File: src/rtl/cc1200_pkg.sv
// Shared definitions for the CC1200 SPI word scheduler: FSM states, word width, owner encoding.
package cc1200_pkg;

  localparam int unsigned WORD_W = 12;

  localparam logic OWN_CMD   = 1'b0;
  localparam logic OWN_BURST = 1'b1;

  typedef enum logic [2:0] {
    StIdle,
    StArb,
    StLoad,
    StStart,
    StWait,
    StGap
  } state_t;

endpackage

File: src/rtl/cc1200_down_cnt.sv
// Loadable down-counter with a zero flag; stops at zero rather than wrapping.
module cc1200_down_cnt #(
  parameter int unsigned W = 8
) (
  input  logic         clk,
  input  logic         rstn,
  input  logic         load,
  input  logic [W-1:0] load_val,
  input  logic         dec,
  output logic         zero
);

  logic [W-1:0] cnt_q;

  always_ff @(posedge clk or negedge rstn) begin
    if (!rstn) begin
      cnt_q <= '0;
    end else if (load) begin
      cnt_q <= load_val;
    end else if (dec && (cnt_q != '0)) begin
      cnt_q <= cnt_q - W'(1);
    end
  end

  assign zero = (cnt_q == '0);

endmodule

File: src/rtl/cc1200_spi_sched.sv
// Arbitrates the burst stream and single register commands onto one SPI word engine and
// sequences each word through load, start, wait-for-done and an inter-word gap.
module cc1200_spi_sched #(
  parameter int unsigned WORD_W    = 12,
  parameter int unsigned GAP_CYC   = 4,
  parameter int unsigned MAX_BURST = 16,
  parameter int unsigned TIMEOUT   = 1023
) (
  input  logic              clk,
  input  logic              rstn,
  input  logic              burst_en,
  input  logic [WORD_W-1:0] burst_data,
  output logic              burst_next,
  input  logic              cmd_req,
  input  logic [WORD_W-1:0] cmd_data,
  output logic              cmd_ack,
  output logic              spi_start,
  output logic [WORD_W-1:0] spi_word,
  input  logic              spi_done,
  output logic              busy,
  output logic              owner,
  output logic [4:0]        word_cnt,
  output logic              err
);

  import cc1200_pkg::*;

  // Gap must cover the 2-cycle test-memory read after each burst_next.
  localparam int unsigned GAP_EFF = (GAP_CYC < 2) ? 2 : GAP_CYC;
  localparam int unsigned GAP_W   = $clog2(GAP_EFF + 1);
  localparam int unsigned TMO_W   = $clog2(TIMEOUT + 1);
  localparam logic [4:0]  MAX_CNT = 5'(MAX_BURST);

  state_t            state_q, state_d;
  logic              owner_q, owner_d;
  logic              err_q, err_d;
  logic              rd_wait_q, rd_wait_d;
  logic [4:0]        word_cnt_q, word_cnt_d;
  logic [WORD_W-1:0] spi_word_q, spi_word_d;

  logic gap_load, gap_dec, gap_zero;
  logic tmo_load, tmo_dec, tmo_zero;

  cc1200_down_cnt #(
    .W (GAP_W)
  ) u_gap_cnt (
    .clk      (clk),
    .rstn     (rstn),
    .load     (gap_load),
    .load_val (GAP_W'(GAP_EFF - 1)),
    .dec      (gap_dec),
    .zero     (gap_zero)
  );

  cc1200_down_cnt #(
    .W (TMO_W)
  ) u_tmo_cnt (
    .clk      (clk),
    .rstn     (rstn),
    .load     (tmo_load),
    .load_val (TMO_W'(TIMEOUT - 1)),
    .dec      (tmo_dec),
    .zero     (tmo_zero)
  );

  always_ff @(posedge clk or negedge rstn) begin
    if (!rstn) begin
      state_q    <= StIdle;
      owner_q    <= OWN_CMD;
      err_q      <= 1'b0;
      rd_wait_q  <= 1'b0;
      word_cnt_q <= '0;
      spi_word_q <= '0;
    end else begin
      state_q    <= state_d;
      owner_q    <= owner_d;
      err_q      <= err_d;
      rd_wait_q  <= rd_wait_d;
      word_cnt_q <= word_cnt_d;
      spi_word_q <= spi_word_d;
    end
  end

  always_comb begin
    state_d    = state_q;
    owner_d    = owner_q;
    err_d      = err_q;
    rd_wait_d  = rd_wait_q;
    word_cnt_d = word_cnt_q;
    spi_word_d = spi_word_q;
    gap_load   = 1'b0;
    gap_dec    = 1'b0;
    tmo_load   = 1'b0;
    tmo_dec    = 1'b0;

    unique case (state_q)
      StIdle: begin
        if (cmd_req || burst_en) state_d = StArb;
      end
      StArb: begin
        if (cmd_req) begin
          owner_d = OWN_CMD;
          err_d   = 1'b0;
          state_d = StLoad;
        end else if (burst_en) begin
          owner_d    = OWN_BURST;
          err_d      = 1'b0;
          word_cnt_d = '0;
          rd_wait_d  = 1'b1;
          state_d    = StLoad;
        end else begin
          state_d = StIdle;
        end
      end
      StLoad: begin
        // A fresh burst grant spends one extra cycle so the first memory read has landed.
        if (owner_q == OWN_CMD) begin
          spi_word_d = cmd_data;
          state_d    = StStart;
        end else if (rd_wait_q) begin
          rd_wait_d = 1'b0;
        end else begin
          spi_word_d = burst_data;
          state_d    = StStart;
        end
      end
      StStart: begin
        tmo_load = 1'b1;
        state_d  = StWait;
      end
      StWait: begin
        if (spi_done) begin
          gap_load = 1'b1;
          state_d  = StGap;
          if ((owner_q == OWN_BURST) && (word_cnt_q < MAX_CNT)) begin
            word_cnt_d = word_cnt_q + 5'd1;
          end
        end else if (tmo_zero) begin
          err_d   = 1'b1;
          state_d = StIdle;
        end else begin
          tmo_dec = 1'b1;
        end
      end
      StGap: begin
        if (!gap_zero) begin
          gap_dec = 1'b1;
        end else if ((owner_q == OWN_BURST) && burst_en && (word_cnt_q < MAX_CNT)) begin
          state_d = StLoad;
        end else begin
          state_d = StIdle;
        end
      end
      default: state_d = StIdle;
    endcase
  end

  assign busy       = (state_q != StIdle);
  assign spi_start  = (state_q == StStart);
  assign cmd_ack    = (state_q == StWait) && spi_done && (owner_q == OWN_CMD);
  assign burst_next = (state_q == StWait) && spi_done && (owner_q == OWN_BURST);
  assign spi_word   = spi_word_q;
  assign owner      = owner_q;
  assign word_cnt   = word_cnt_q;
  assign err        = err_q;

endmodule
File: config.mk
export PLATFORM = sky130hd
export DESIGN_NAME = cc1200_spi_sched
export DESIGN_NICKNAME = d
export VERILOG_FILES = /design/src/rtl/cc1200_pkg.sv /design/src/rtl/cc1200_down_cnt.sv /design/src/rtl/cc1200_spi_sched.sv
export SDC_FILE = /design/constraint.sdc
export NUM_CORES = 1
export LEC_CHECK = 0
export BUFFER_PORTS_ARGS = -buffer_cell sky130_fd_sc_hd__buf_2
export CORE_MARGIN = 2
export CORE_UTILIZATION = 47
export CTS_BUF_LIST = sky130_fd_sc_hd__clkbuf_16
export CTS_CLUSTER_SIZE = 30
export DETAILED_ROUTE_END_ITERATION = 7
export PLACE_DENSITY = 0.76
export SLEW_MARGIN = 10
export SYNTH_ARGS = -nofsm -noshare
export SYNTH_HDL_FRONTEND = slang
export SYNTH_SLANG_ARGS = --single-unit
File: constraint.sdc
create_clock -name clk -period 1.75 [get_ports clk]
set_input_delay 0.2625 -clock clk [delete_from_list [all_inputs] [get_ports clk]]
set_output_delay 0.2625 -clock clk [all_outputs]
set_load 0.005 [all_outputs]
Word-level counts from Yosys, hierarchy flattened
Cells that the tools add are included.

storage, ports and cells
  bits in registers = 36
  input bits = 29
  output and inout bits = 23
  word-level logic and storage cells = 96

cells by class
  $add $sub $neg = 3
  order comparisons = 1
  eq/ne operators = 18
  mux-type cells = 39
  bitwise gates (word level) = 1
  reductions and logical operators = 26

operators with widths
  kind                                                                    number
  12-bit two-way mux                                                      2
  3-bit two-way mux                                                       8
  10-bit two-way mux                                                      2
  5-bit two-way mux                                                       4
  2-bit != test (second input constant)                                   10
  3-bit one-hot mux with 6 select lines                                   1
  1-bit two-way mux                                                       16
  4-bit AND reduction                                                     3
  10-bit zero test                                                        1
  5-bit one-hot mux with 2 select lines                                   1
  10-bit nonzero test                                                     1
  2-bit nonzero test                                                      5
  10-bit by 1-bit subtractor with 10-bit output (second input constant)   1
  3-bit != test (second input constant)                                   3
  1-bit logical AND                                                       8
  3-bit by 2-bit equality test with 1-bit output (second input constant)  2
  3-bit equality test (second input constant)                             2
  3-bit zero test                                                         2
  2-bit two-way mux                                                       3
  3-bit nonzero test                                                      2
  5-bit by 1-bit adder with 5-bit output (second input constant)          1
  5-bit < comparator (second input constant)                              1
  5-bit AND reduction                                                     1
  1-bit one-hot mux with 2 select lines                                   2
  5 further kinds                                                         6

Logic depth before layout (Yosys ltp)
Gate-level depths: netlist of run 1.

  depth in word-level cells = 7
  gate-level depth with buffers = 6
  depth with buffers taken out = 6

Hierarchy
Synthesis of run 1 repeated with hierarchy kept, for this count alone.

second synthesis, totals
  cell total of the unflattened synthesis = 208
  area, all modules = 2029.4 um2

by module, submodules not included
  module                        instances  cells each  area each (um2)  seq. area each (um2)
  cc1200_spi_sched              1          122         1199.9           575.6
  cc1200_down_cnt at u_tmo_cnt  1          67          621.8            250.2
  cc1200_down_cnt at u_gap_cnt  1          19          207.7            75.1

Least setup slack after synthesis of run 1
No wires, ideal clock.

  path kind = reg-to-reg
  from = register u_tmo_cnt.cnt_q[0]
  to = register u_tmo_cnt.cnt_q[9]
  setup time = 0.125 ns
  arrival = 1.631 ns
  data required time = 1.625 ns
  path slack = -0.006 ns
  cell stages (with the launch flop) = 7
  buffers on the path = 0
  period minus slack after synthesis = 1.756 ns
  path through = dfrtp_1 > inv_1 > ha_1 > or4b_4 > nand4_2 > nor3_2 > mux2_4

between the ends
  cells in the longest elaborated chain, start to end = 6
  elaborated cells between the ends (all ways) = 10
  those cells by class = 1 x add/sub; 5 x mux; 4 x reduce/logical

ends and longest elaborated chain
  item                                                                                   line                   RTL
  start: declaration                                                                     cc1200_down_cnt.sv:13  logic [W-1:0] cnt_q;
  start signal: assignment                                                               cc1200_down_cnt.sv:19  cnt_q <= load_val;
  start signal: assignment                                                               cc1200_down_cnt.sv:21  cnt_q <= cnt_q - W'(1);
  branches (longest 6 deep; another with 10-bit by 1-bit subtractor with 10-bit output)  --

Several ways; the timed one is not identified. The select of a mux whose other input is x is not followed.
A chain may end at the register's enable or synchronous reset.

Worst setup path in the final report of run 1
  from = register u_tmo_cnt.cnt_q[1]
  to = register u_tmo_cnt.cnt_q[9]

The elaborated chain is that of the path after synthesis.

==> run_results.csv, run 1 <==
group,metric,value,unit
global_route,track_usage,20.3,%
setup_path,critPathKind,"register to register",
placed_design,place_area,0.00230,mm²
synthesis,synthArstFlopShare,100,%
synthesis,synthMuxAreaShare,7.65,%
drt,totalWireLength,4130,µm
die,core_area,0.00394,mm²
sta,rsz0062_at_grt,"yes",
synthesis,synthFlopType,"dfrtp_1",
final_layout,n_antenna_cell,0,
setup_path,r2r_cells,7,
drt,drc,0,
global_route,overflow,0,
drt,vias,1648,
pwr,p_sw,1260,µW
final_layout,final_area,0.00255,mm²
pwr,vdd_drop_max,1.02,mV
drt,routedWlPerCell,13.1,µm
die,start_util,48.1,%
status,status,"finished, violations left",
pwr,intPower,2490,µW
pwr,p_leak,0.00124,µW
final_layout,n_fill_cell,305,
sta,worst_slack,-0.0237,ns
final_layout,final_common_cell,"buf_2",
sta,finalSetupTns,-0.0954,ns
die,die_y,67.5,µm
die,die_w,67.5,µm
pwr,p_comb_share,38.1,%
synthesis,synthXorXnorAreaFrac,2.31,%
clocking,clkSlewWorstSetupHoldPaths,0.06,ns
die,die-area,0.00456,mm²
global_route,antenna_found_initial,0,
clocking,clock_latency,0.28,ns
final_layout,layout_common_cells,"51 x buf_2, 36 x dfrtp_1, 31 x nand2_1",
drt,drt_iter0_drc,77,
clocking,cts_tree,"done",
pwr,pwr-share-clk,26.6,%
pwr,power,3750,µW
sta,fin_worst_skew,0.00502,ns
synthesis,syn_inst,192,
synthesis,synth_top_family_by_area,"simple AND/OR/NAND/NOR gates",
die,fp-row-count,23,
sta,slew_headroom,69.8,%
sta,finalHoldViolations,0,
setup_path,crit_chain,"inv_2 > ha_4 > or4b_4 > buf_6 > nand4_4 > nor3_2 > mux2_4",
final_layout,syn_to_final_growth,34.2,%
synthesis,synth_seq_cells,36,
sta,setup_viol,5,
setup_path,required,1.92,ns
synthesis,yosysWarnings,0,
pwr,powerDensity,1470,mW/mm²
min_path,hold_path.class,"input port to asynchronous set/reset pin",
synthesis,yosysUniqueCellTypes,46,
clocking,tritoncts.num_buffers,5,
sta,fmax,0.564,GHz
setup_path,crit_buf_inv,2,
global_route,grt_max_degree,37,
setup_path,cp.arrival,1.94,ns
drt,via_per_inst,5.23,
setup_path,crit_family,"simple AND/OR/NAND/NOR gates",
synthesis,synth_edf_count,0,
placed_design,gp_congestion,0.851,
drt,drt_first_pass_iters,4,
pwr,pwr-share-seq,35.3,%
final_layout,drive_above_1_share,35.8,%
sta,max_slew.worst_pin.slew,0.453,ns
setup_path,start_kind,"register",
synthesis,synthSimpleGateAreaFrac,24.0,%
clocking,cts.path.max_buffers,2,
synthesis,syn_area_per_cell,9.88,µm²
global_route,grt_pass1_wl,6890,µm
synthesis,syn_nets,225,
clocking,root_buffer,"clkbuf_16",
clocking,cts.htree.levels,2,
setup_path,slowest_stage,"or4b_4",
synthesis,syn_area,0.00190,mm²
synthesis,synth_compound_area_share,12.7,%
setup_path,crit_cells,7,
clocking,cts_hold_buffers,0,
pwr,switching_share,33.6,%
status,violations,"setup timing",
placed_design,dp_hpwl,2910,µm
placed_design,io_buffers,51,
setup_path,end_kind,"register",
run,cap_viol_max_count,0,
setup_path,critical_path.max_stage_delay,0.49,ns
synthesis,synthAdderAreaFrac,2.64,%
drt,antenna_left,0,
setup_path,crit_path_max_fanout,3,
sta,post-route-period-util,101,%
sta,period_needed,1.77,ns
sta,slew_violations,0,
clocking,numClockSinks,36,
synthesis,ys_seq_area_share,47.5,%
global_route,grt_pass1_vias,1558,
final_layout,nNetsFinal,297,
die,num_io_pins,52,
logic make-up after synthesis:
logic type	count (synthesis)
adder cells (fa/ha/maj)	4
buffers and inverters	15
AO/OA/AOI/OAI	36
AND/OR/NAND/NOR	82
XOR/XNOR	5
multiplexers	14
flip-flops	36
stage by stage:
step / cells / setup slack [ns] / hold WS [ns] / util (%)
after floorplan: 192 / 0.00879 / -0.0331 / -
after global placement: 301 / 0.0668 / 0.327 / 58.4
after detailed placement: 301 / 0.0308 / 0.339 / 58.4
after CTS: 309 / -0.00842 / 0.0401 / 62.6
after global routing: 315 / -0.103 / 0.0569 / 64.6
final: 315 / -0.0237 / 0.0102 / 64.6
power groups by stage:
| stage | Sequential [µW] | Clock, µW | Combinational (µW) |
|---|---|---|---|
| 5_1_grt | 1370 | 1040 | 1610 |
| 3_5_place_dp | 1320 | 0 | 1370 |
| 4_1_cts | 1320 | 1010 | 1370 |
| 3_3_place_gp | 1320 | 0 | 1330 |
| 6_report | 1320 | 998 | 1430 |
| 2_1_floorplan | 1300 | 0 | 874 |
flip-flops by register name, summed over array words and instances (netlist names):
name / flops
u_tmo_cnt.cnt_q: 10
u_gap_cnt.cnt_q: 3
spi_word: 12
state_q: 3
word_cnt: 5
err: 1
rd_wait_q: 1
owner: 1
per-layer routing:
layer | share of wire [%] | vias up | track usage [%]
met5 | 0 | - | 0
met4 | 1.3 | 0 | 6.38
met3 | 6.0 | 7 | 6.83
met2 | 47 | 48 | 30.8
met1 | 46 | 775 | 27.3
li1 | - | 818 | -
cell usage after synthesis (3+ instances only):
| library cell | count | area [µm²] |
|---|---|---|
| xor2_1 | 3 | 26.3 |
| o21ai_1 | 7 | 35.0 |
| inv_1 | 7 | 26.3 |
| nor2_1 | 12 | 45.0 |
| o21ai_0 | 12 | 60.1 |
| nor2b_1 | 4 | 25.0 |
| mux2i_1 | 13 | 130 |
| nand4_1 | 3 | 18.8 |
| nand3_1 | 8 | 40.0 |
| nor3_1 | 3 | 15.0 |
| clkbuf_1 | 4 | 15.0 |
| o211ai_1 | 5 | 37.5 |
| dfrtp_1 | 36 | 901 |
| buf_2 | 4 | 20.0 |
| ha_1 | 4 | 50.1 |
| nand2_1 | 31 | 116 |
area by class of cell:
class	count	area, µm²	area share [%]
inverter	7	26.3	1.03
timing repair buffer	73	424	16.7
multi-input combinational	141	968	38.0
tap	50	62.6	2.46
clock buffer	5	125	4.91
sequential	36	901	35.4
clock inverter	3	38.8	1.52
repair_timing:
action                                  4_1_cts  5_1_grt
resized for setup                             0        7
endpoints found under the setup margin        1        8
buffers inserted                              0        6
pin swaps                                     0        5
final timing paths:
check,start,slack [ns],to
hold / removal,rstn,0.01,u_tmo_cnt.cnt_q[8]
min in group clk,cmd_data[6],0.25,spi_word[6]
setup reg to reg,u_tmo_cnt.cnt_q[1],-0.02,u_tmo_cnt.cnt_q[9]
hold reg to reg,spi_word[1],0.47,spi_word[1]
setup / recovery,u_tmo_cnt.cnt_q[1],-0.02,u_tmo_cnt.cnt_q[9]
max in group asynchronous,rstn,1.41,u_tmo_cnt.cnt_q[1]
Note: power is estimated with default switching activity, not from simulation.
==> run 2: changes to the inputs <==
--- a/config.mk
+++ b/config.mk
@@ -5,9 +5,10 @@
 export SDC_FILE = /design/constraint.sdc
 export NUM_CORES = 1
 export LEC_CHECK = 0
+export ABC_AREA = 1
 export BUFFER_PORTS_ARGS = -buffer_cell sky130_fd_sc_hd__buf_2
 export CORE_MARGIN = 2
-export CORE_UTILIZATION = 47
+export CORE_UTILIZATION = 48
 export CTS_BUF_LIST = sky130_fd_sc_hd__clkbuf_16
 export CTS_CLUSTER_SIZE = 30
 export DETAILED_ROUTE_END_ITERATION = 7
==> run_results.csv, run 2 <==
group,metric,value,unit
status,status,"completed",
setup_path,cp.arrival,1.35,ns
clocking,clkSlewWorstSetupHoldPaths,0.06,ns
global_route,grt_pass1_vias,1822,
sta,slew_headroom,71.0,%
final_layout,n_antenna_cell,0,
sta,post-route-period-util,92.4,%
synthesis,synthArstFlopShare,100,%
global_route,overflow,0,
synthesis,syn_inst,268,
die,die_y,69.8,µm
placed_design,io_buffers,51,
sta,finalHoldViolations,0,
clocking,numClockSinks,36,
setup_path,crit_path_max_fanout,7,
pwr,pwr-share-seq,35.1,%
setup_path,crit_start,"state_q[1]",
sta,finalSetupTns,0,ns
drt,via_per_inst,5.05,
synthesis,ys_top_cells_by_count,"74 x nand2_1, 36 x dfrtp_1, 29 x nand3_1",
pwr,switching_share,41.2,%
min_path,hold_path.class,"input port to register",
pwr,vdd_drop_max,0.765,mV
die,die-area,0.00487,mm²
sta,slew_violations,0,
die,num_io_pins,52,
final_layout,final_common_cell,"nand2_1",
final_layout,instances_no_fill,375,
sta,fin_worst_skew,0.00553,ns
die,core_area,0.00409,mm²
global_route,track_usage,20.2,%
sta,max_slew.worst_pin.slew,0.435,ns
drt,drt_first_pass_iters,4,
pwr,power,4180,µW
pwr,powerDensity,1630,mW/mm²
synthesis,synth_edf_count,0,
setup_path,required,1.49,ns
sta,rsz0062_at_grt,"no",
synthesis,ys_top_cells_by_area,"dfrtp_1 43%, nand2_1 13%, nand3_1 7.0%, o211ai_1 4.7%, o21ai_0 4.1%",
drt,routedWlPerCell,12.1,µm
final_layout,layout_common_cells,"74 x nand2_1, 51 x buf_2, 35 x dfrtp_1",
setup_path,start_kind,"register",
clocking,root_buffer,"clkbuf_16",
global_route,antenna_found_initial,0,
die,start_util,50.9,%
synthesis,syn_nets,301,
drt,drt_iter0_drc,125,
global_route,grt_max_degree,22,
synthesis,synth_seq_cells,36,
placed_design,dp_hpwl,3320,µm
sta,setup_viol,0,
sta,period_needed,1.62,ns
final_layout,final_util,62.8,%
clocking,postCtsSetupBuffers,0,
drt,vias,1895,
clocking,cts.path.max_buffers,2,
synthesis,synth_area_leader_cell,"dfrtp_1",
synthesis,synth.most_common_cell,"nand2_1",
synthesis,ys_seq_area_share,43.3,%
run,cap_viol_max_count,0,
synthesis,synthFlopType,"dfrtp_1",
sta,fmax,0.618,GHz
final_layout,largest_reg_flops,12,
setup_path,end_kind,"output pin",
clocking,clock_latency,0.28,ns
min_path,hp-start,"cmd_data[5]",
drt,totalWireLength,4550,µm
synthesis,yosysWarnings,0,
drt,drc,0,
die,die_w,69.8,µm
placed_design,dp_cells,366,
pwr,p_leak,0.00139,µW
global_route,grt_pass1_wl,7960,µm
clocking,cts_tree,"done",
synthesis,yosysUniqueCellTypes,27,
setup_path,r2r-start,"u_tmo_cnt.cnt_q[0]",
setup_path,critPathKind,"register to output pin",
pwr,pwr-share-clk,20.5,%
die,fp-row-count,23,
pwr,intPower,2460,µW
final_layout,syn_to_final_growth,23.4,%
clocking,tritoncts.num_buffers,5,
final_layout,drive_above_1_share,29.8,%
final_layout,nNetsFinal,357,
pwr,p_sw,1720,µW
synthesis,synth_top_area_share,43.3,%
synthesis,syn_area_per_cell,7.75,µm²
pwr,p_comb_share,44.4,%
clocking,cts.htree.levels,2,
synthesis,syn_area,0.00208,mm²
drt,antenna_left,0,
placed_design,gp_congestion,0.840,
==> run 2: cell types whose count changed after synthesis, sizes merged, moves of 4 or more <==
cell,previous run,this run
nor2,12,24
nand2,31,81
nand3,8,32
or2,1,14
o211ai,5,13
mux2i,13,0
inv,7,24
nor2b,4,0
==> run 2: final timing paths <==
check | to | slack (ns) | cells after the start
worst max-delay path | burst_next | 0.13 | 4
worst min-delay path | spi_word[5] | 0.22 | 3
worst max register to register | u_tmo_cnt.cnt_q[9] | 0.17 | 9
worst min register to register | spi_word[9] | 0.49 | 2
max in group asynchronous | state_q[2] | 0.83 | 3
min in group asynchronous | spi_word[3] | 0.46 | 2
==> run 2: per-stage QoR <==
stage | area, µm² | worst slack, ns | hold WS (ns)
after floorplan | 2080 | 0.391 | -0.0331
after global placement | 2400 | 0.158 | 0.222
after detailed placement | 2400 | 0.0909 | 0.228
after CTS | 2550 | 0.0879 | 0.219
after global routing | 2560 | 0.0173 | 0.249
final | 2560 | 0.133 | 0.219
==> run 2: cells by family (layout without fill, tap and decap cells) <==
family | after synthesis | after routing | share of synthesized area (%)
adder cells (fa/ha/maj) | 4 | 4 | 2.41
buffers and inverters | 32 | 89 | 6.62
XOR/XNOR | 3 | 3 | 1.26
AND/OR/NAND/NOR | 159 | 159 | 36.6
flip-flops | 36 | 36 | 43.3
AO/OA/AOI/OAI | 34 | 34 | 9.75
==> run 2: repair_timing <==
action	CTS	global route
hold buffers	1	0
hold endpoints to repair	17	0
setup endpoints to repair	0	9
gates resized for setup	0	4
==> run 2: cell type report <==
| class | count | area [µm²] |
|---|---|---|
| fillers | 369 | 1520 |
| multi-input cells | 200 | 1050 |
| flip-flops and latches | 36 | 902 |
| repair buffers | 57 | 315 |
| clock buffers | 5 | 125 |
| inverters | 24 | 90.1 |
| well taps | 50 | 62.6 |
| clock inverters | 3 | 18.8 |
==> run 2: power by group through the flow <==
stage | registers, µW | clock network, µW | logic [µW]
2_1_floorplan | 1440 | 0 | 1300
3_5_place_dp | 1470 | 0 | 1850
5_1_grt | 1510 | 914 | 2150
4_1_cts | 1460 | 879 | 1860
3_3_place_gp | 1460 | 0 | 1820
6_report | 1470 | 856 | 1850
==> run 2: critical path, cell delays in order (launching register included) <==
cell and delay [ns]:
dfrtp_1 0.45, nor2_4 0.18, nand3_2 0.20, nor2_1 0.13, buf_2 0.12
==> run 2: routing by layer <==
layer | global-route usage [%] | share of wire (%)
met4 | 5.34 | 0.83
met1 | 26.0 | 47
met5 | 0 | 0
met2 | 33.8 | 48
met3 | 5.23 | 4.8
==> run 3: changes to the inputs <==
--- a/config.mk
+++ b/config.mk
@@ -8,11 +8,11 @@
 export ABC_AREA = 1
 export BUFFER_PORTS_ARGS = -buffer_cell sky130_fd_sc_hd__buf_2
 export CORE_MARGIN = 2
-export CORE_UTILIZATION = 48
-export CTS_BUF_LIST = sky130_fd_sc_hd__clkbuf_16
+export CORE_UTILIZATION = 50
+export CTS_BUF_LIST = sky130_fd_sc_hd__clkbuf_8
 export CTS_CLUSTER_SIZE = 30
 export DETAILED_ROUTE_END_ITERATION = 7
-export PLACE_DENSITY = 0.76
+export PLACE_DENSITY = 0.82
 export SLEW_MARGIN = 10
 export SYNTH_ARGS = -nofsm -noshare
 export SYNTH_HDL_FRONTEND = slang
==> run_results.csv, run 3 (synthesis gave the netlist of run 2 again) <==
group,metric,value,unit
drt,routedWlPerCell,12.5,µm
drt,drc,0,
global_route,antenna_found_initial,0,
global_route,grt_pass1_wl,7840,µm
die,start_util,52.0,%
die,die_w,68.5,µm
setup_path,end_kind,"output pin",
pwr,pwr-share-clk,15.2,%
global_route,overflow,0,
setup_path,start_kind,"register",
placed_design,dp_hpwl,3590,µm
global_route,track_usage,22.1,%
pwr,p_leak,0.00137,µW
setup_path,critical_path.max_stage_delay,0.47,ns
final_layout,nNetsFinal,359,
placed_design,gp_congestion,0.884,
pwr,pwr-share-seq,36.5,%
placed_design,pre_cts_ws,0.0891,ns
die,fp-row-count,23,
final_layout,final_common_cell,"nand2_1",
sta,setup_viol,0,
final_layout,n_antenna_cell,0,
die,die_y,68.5,µm
final_layout,final_util,63.1,%
final_layout,layout_common_cells,"74 x nand2_1, 51 x buf_2, 36 x dfrtp_1",
pwr,p_sw,1720,µW
global_route,grt_max_degree,20,
pwr,vdd_drop_max,0.849,mV
setup_path,cp.arrival,1.37,ns
sta,max_slew.worst_pin.slew,0.474,ns
final_layout,largest_reg_flops,12,
drt,via_per_inst,5.15,
final_layout,syn_to_final_growth,21.5,%
clocking,clkSlewWorstSetupHoldPaths,0.07,ns
drt,drt_iter0_drc,104,
sta,worst_slack,0.113,ns
run,cap_viol_max_count,0,
drt,drt_first_pass_iters,5,
status,status,"completed",
setup_path,r2r-start,"u_tmo_cnt.cnt_q[0]",
clocking,cts.htree.levels,2,
sta,slew_violations,0,
setup_path,worst_r2r_endpoint,"u_tmo_cnt.cnt_q[9]",
clocking,postCtsSetupBuffers,0,
setup_path,critPathKind,"register to output pin",
pwr,p_comb_share,48.3,%
sta,whs,0.208,ns
clocking,numClockSinks,36,
setup_path,required,1.49,ns
setup_path,endpoint,"cmd_ack",
die,num_io_pins,52,
pwr,switching_share,43.2,%
pwr,power,3980,µW
setup_path,crit_path_max_fanout,7,
sta,period_needed,1.64,ns
sta,finalHoldViolations,0,
clocking,cts_tree,"done",
min_path,hold_path.class,"input port to register",
final_layout,drive_above_1_share,30.0,%
sta,fmax,0.611,GHz
sta,finalSetupTns,0,ns
clocking,clock_latency,0.28,ns
sta,rsz0062_at_grt,"no",
die,die-area,0.00469,mm²
drt,antenna_left,0,
pwr,intPower,2260,µW
final_layout,n_fill_cell,356,
setup_path,r2r_setup_slack,0.16,ns
sta,slew_headroom,68.4,%
placed_design,io_buffers,51,
min_path,hold_path_depth,3,
setup_path,r2r_cells,9,
sta,post-route-period-util,93.6,%
setup_path,crit_start,"state_q[1]",
setup_path,slowest_stage,"dfrtp_1",
global_route,grt_pass1_vias,1770,
die,core_area,0.00400,mm²
sta,fin_worst_skew,0.00199,ns
clocking,tritoncts.num_buffers,5,
pwr,powerDensity,1580,mW/mm²
drt,totalWireLength,4730,µm
setup_path,crit_chain,"nor2_4 > nand3_2 > nor2_1 > buf_2",
drt,vias,1941,
clocking,root_buffer,"clkbuf_8",
clocking,cts.path.max_buffers,2,
## run 3: changes by cell type in the layout (fill, tap and decap cells not counted), moves of 2 or more
cell	change
buf_4	+2
clkbuf_8	+6
clkbuf_16	-5
clkinv_2	-2
## run 3: timing repair
action | in CTS | in global routing
endpoints found under the hold margin | 17 | 0
hold buffers | 1 | 0
gates resized for setup | 0 | 3
setup endpoints to repair | 0 | 9
## run 3: power groups by stage
stage	registers [µW]	logic (µW)	clock network [µW]
6_report	1450	1930	604
3_5_place_dp	1460	1910	0
3_3_place_gp	1440	1850	0
2_1_floorplan	1440	1300	0
5_1_grt	1500	2200	656
4_1_cts	1440	1920	623
## run 3: layer usage
layer	share of wire [%]	track usage, %
met1	45	26.9
met4	0.44	5.75
met5	0	0
met3	3.1	4.77
met2	51	39.2
## run 3: metrics by stage
stage          area [µm²]  instances
2_1_floorplan        2080        268
3_3_place_gp         2410        368
3_5_place_dp         2410        368
4_1_cts              2520        377
5_1_grt              2520        377
6_report             2520        377
## run 3: area by class of cell
| class | instances | area, µm² | share of cell area (%) |
|---|---|---|---|
| clock inverters | 2 | 11.3 | 0.446 |
| flip-flops and latches | 36 | 901 | 35.7 |
| repair buffers | 59 | 330 | 13.1 |
| clock buffers | 6 | 82.6 | 3.27 |
| inverters | 24 | 90.1 | 3.57 |
| well taps | 50 | 62.6 | 2.48 |
| multi-input cells | 200 | 1050 | 41.5 |
## run 3: worst min-delay path by stage
stage                  from  slack [ns]            to
6_report       cmd_data[11]        0.21  spi_word[11]
5_1_grt         cmd_data[4]        0.22   spi_word[4]
4_1_cts        cmd_data[11]        0.20  spi_word[11]
3_5_place_dp           rstn        0.23  spi_word[11]
3_3_place_gp           rstn        0.22  spi_word[11]
2_1_floorplan          rstn       -0.03           err
## run 3: worst max-delay path, delay by kind of cell (launching register included)
family	cells	cell delay, ns
flip-flops	1	0.47
AND/OR/NAND/NOR	3	0.50
buffers and inverters	1	0.12
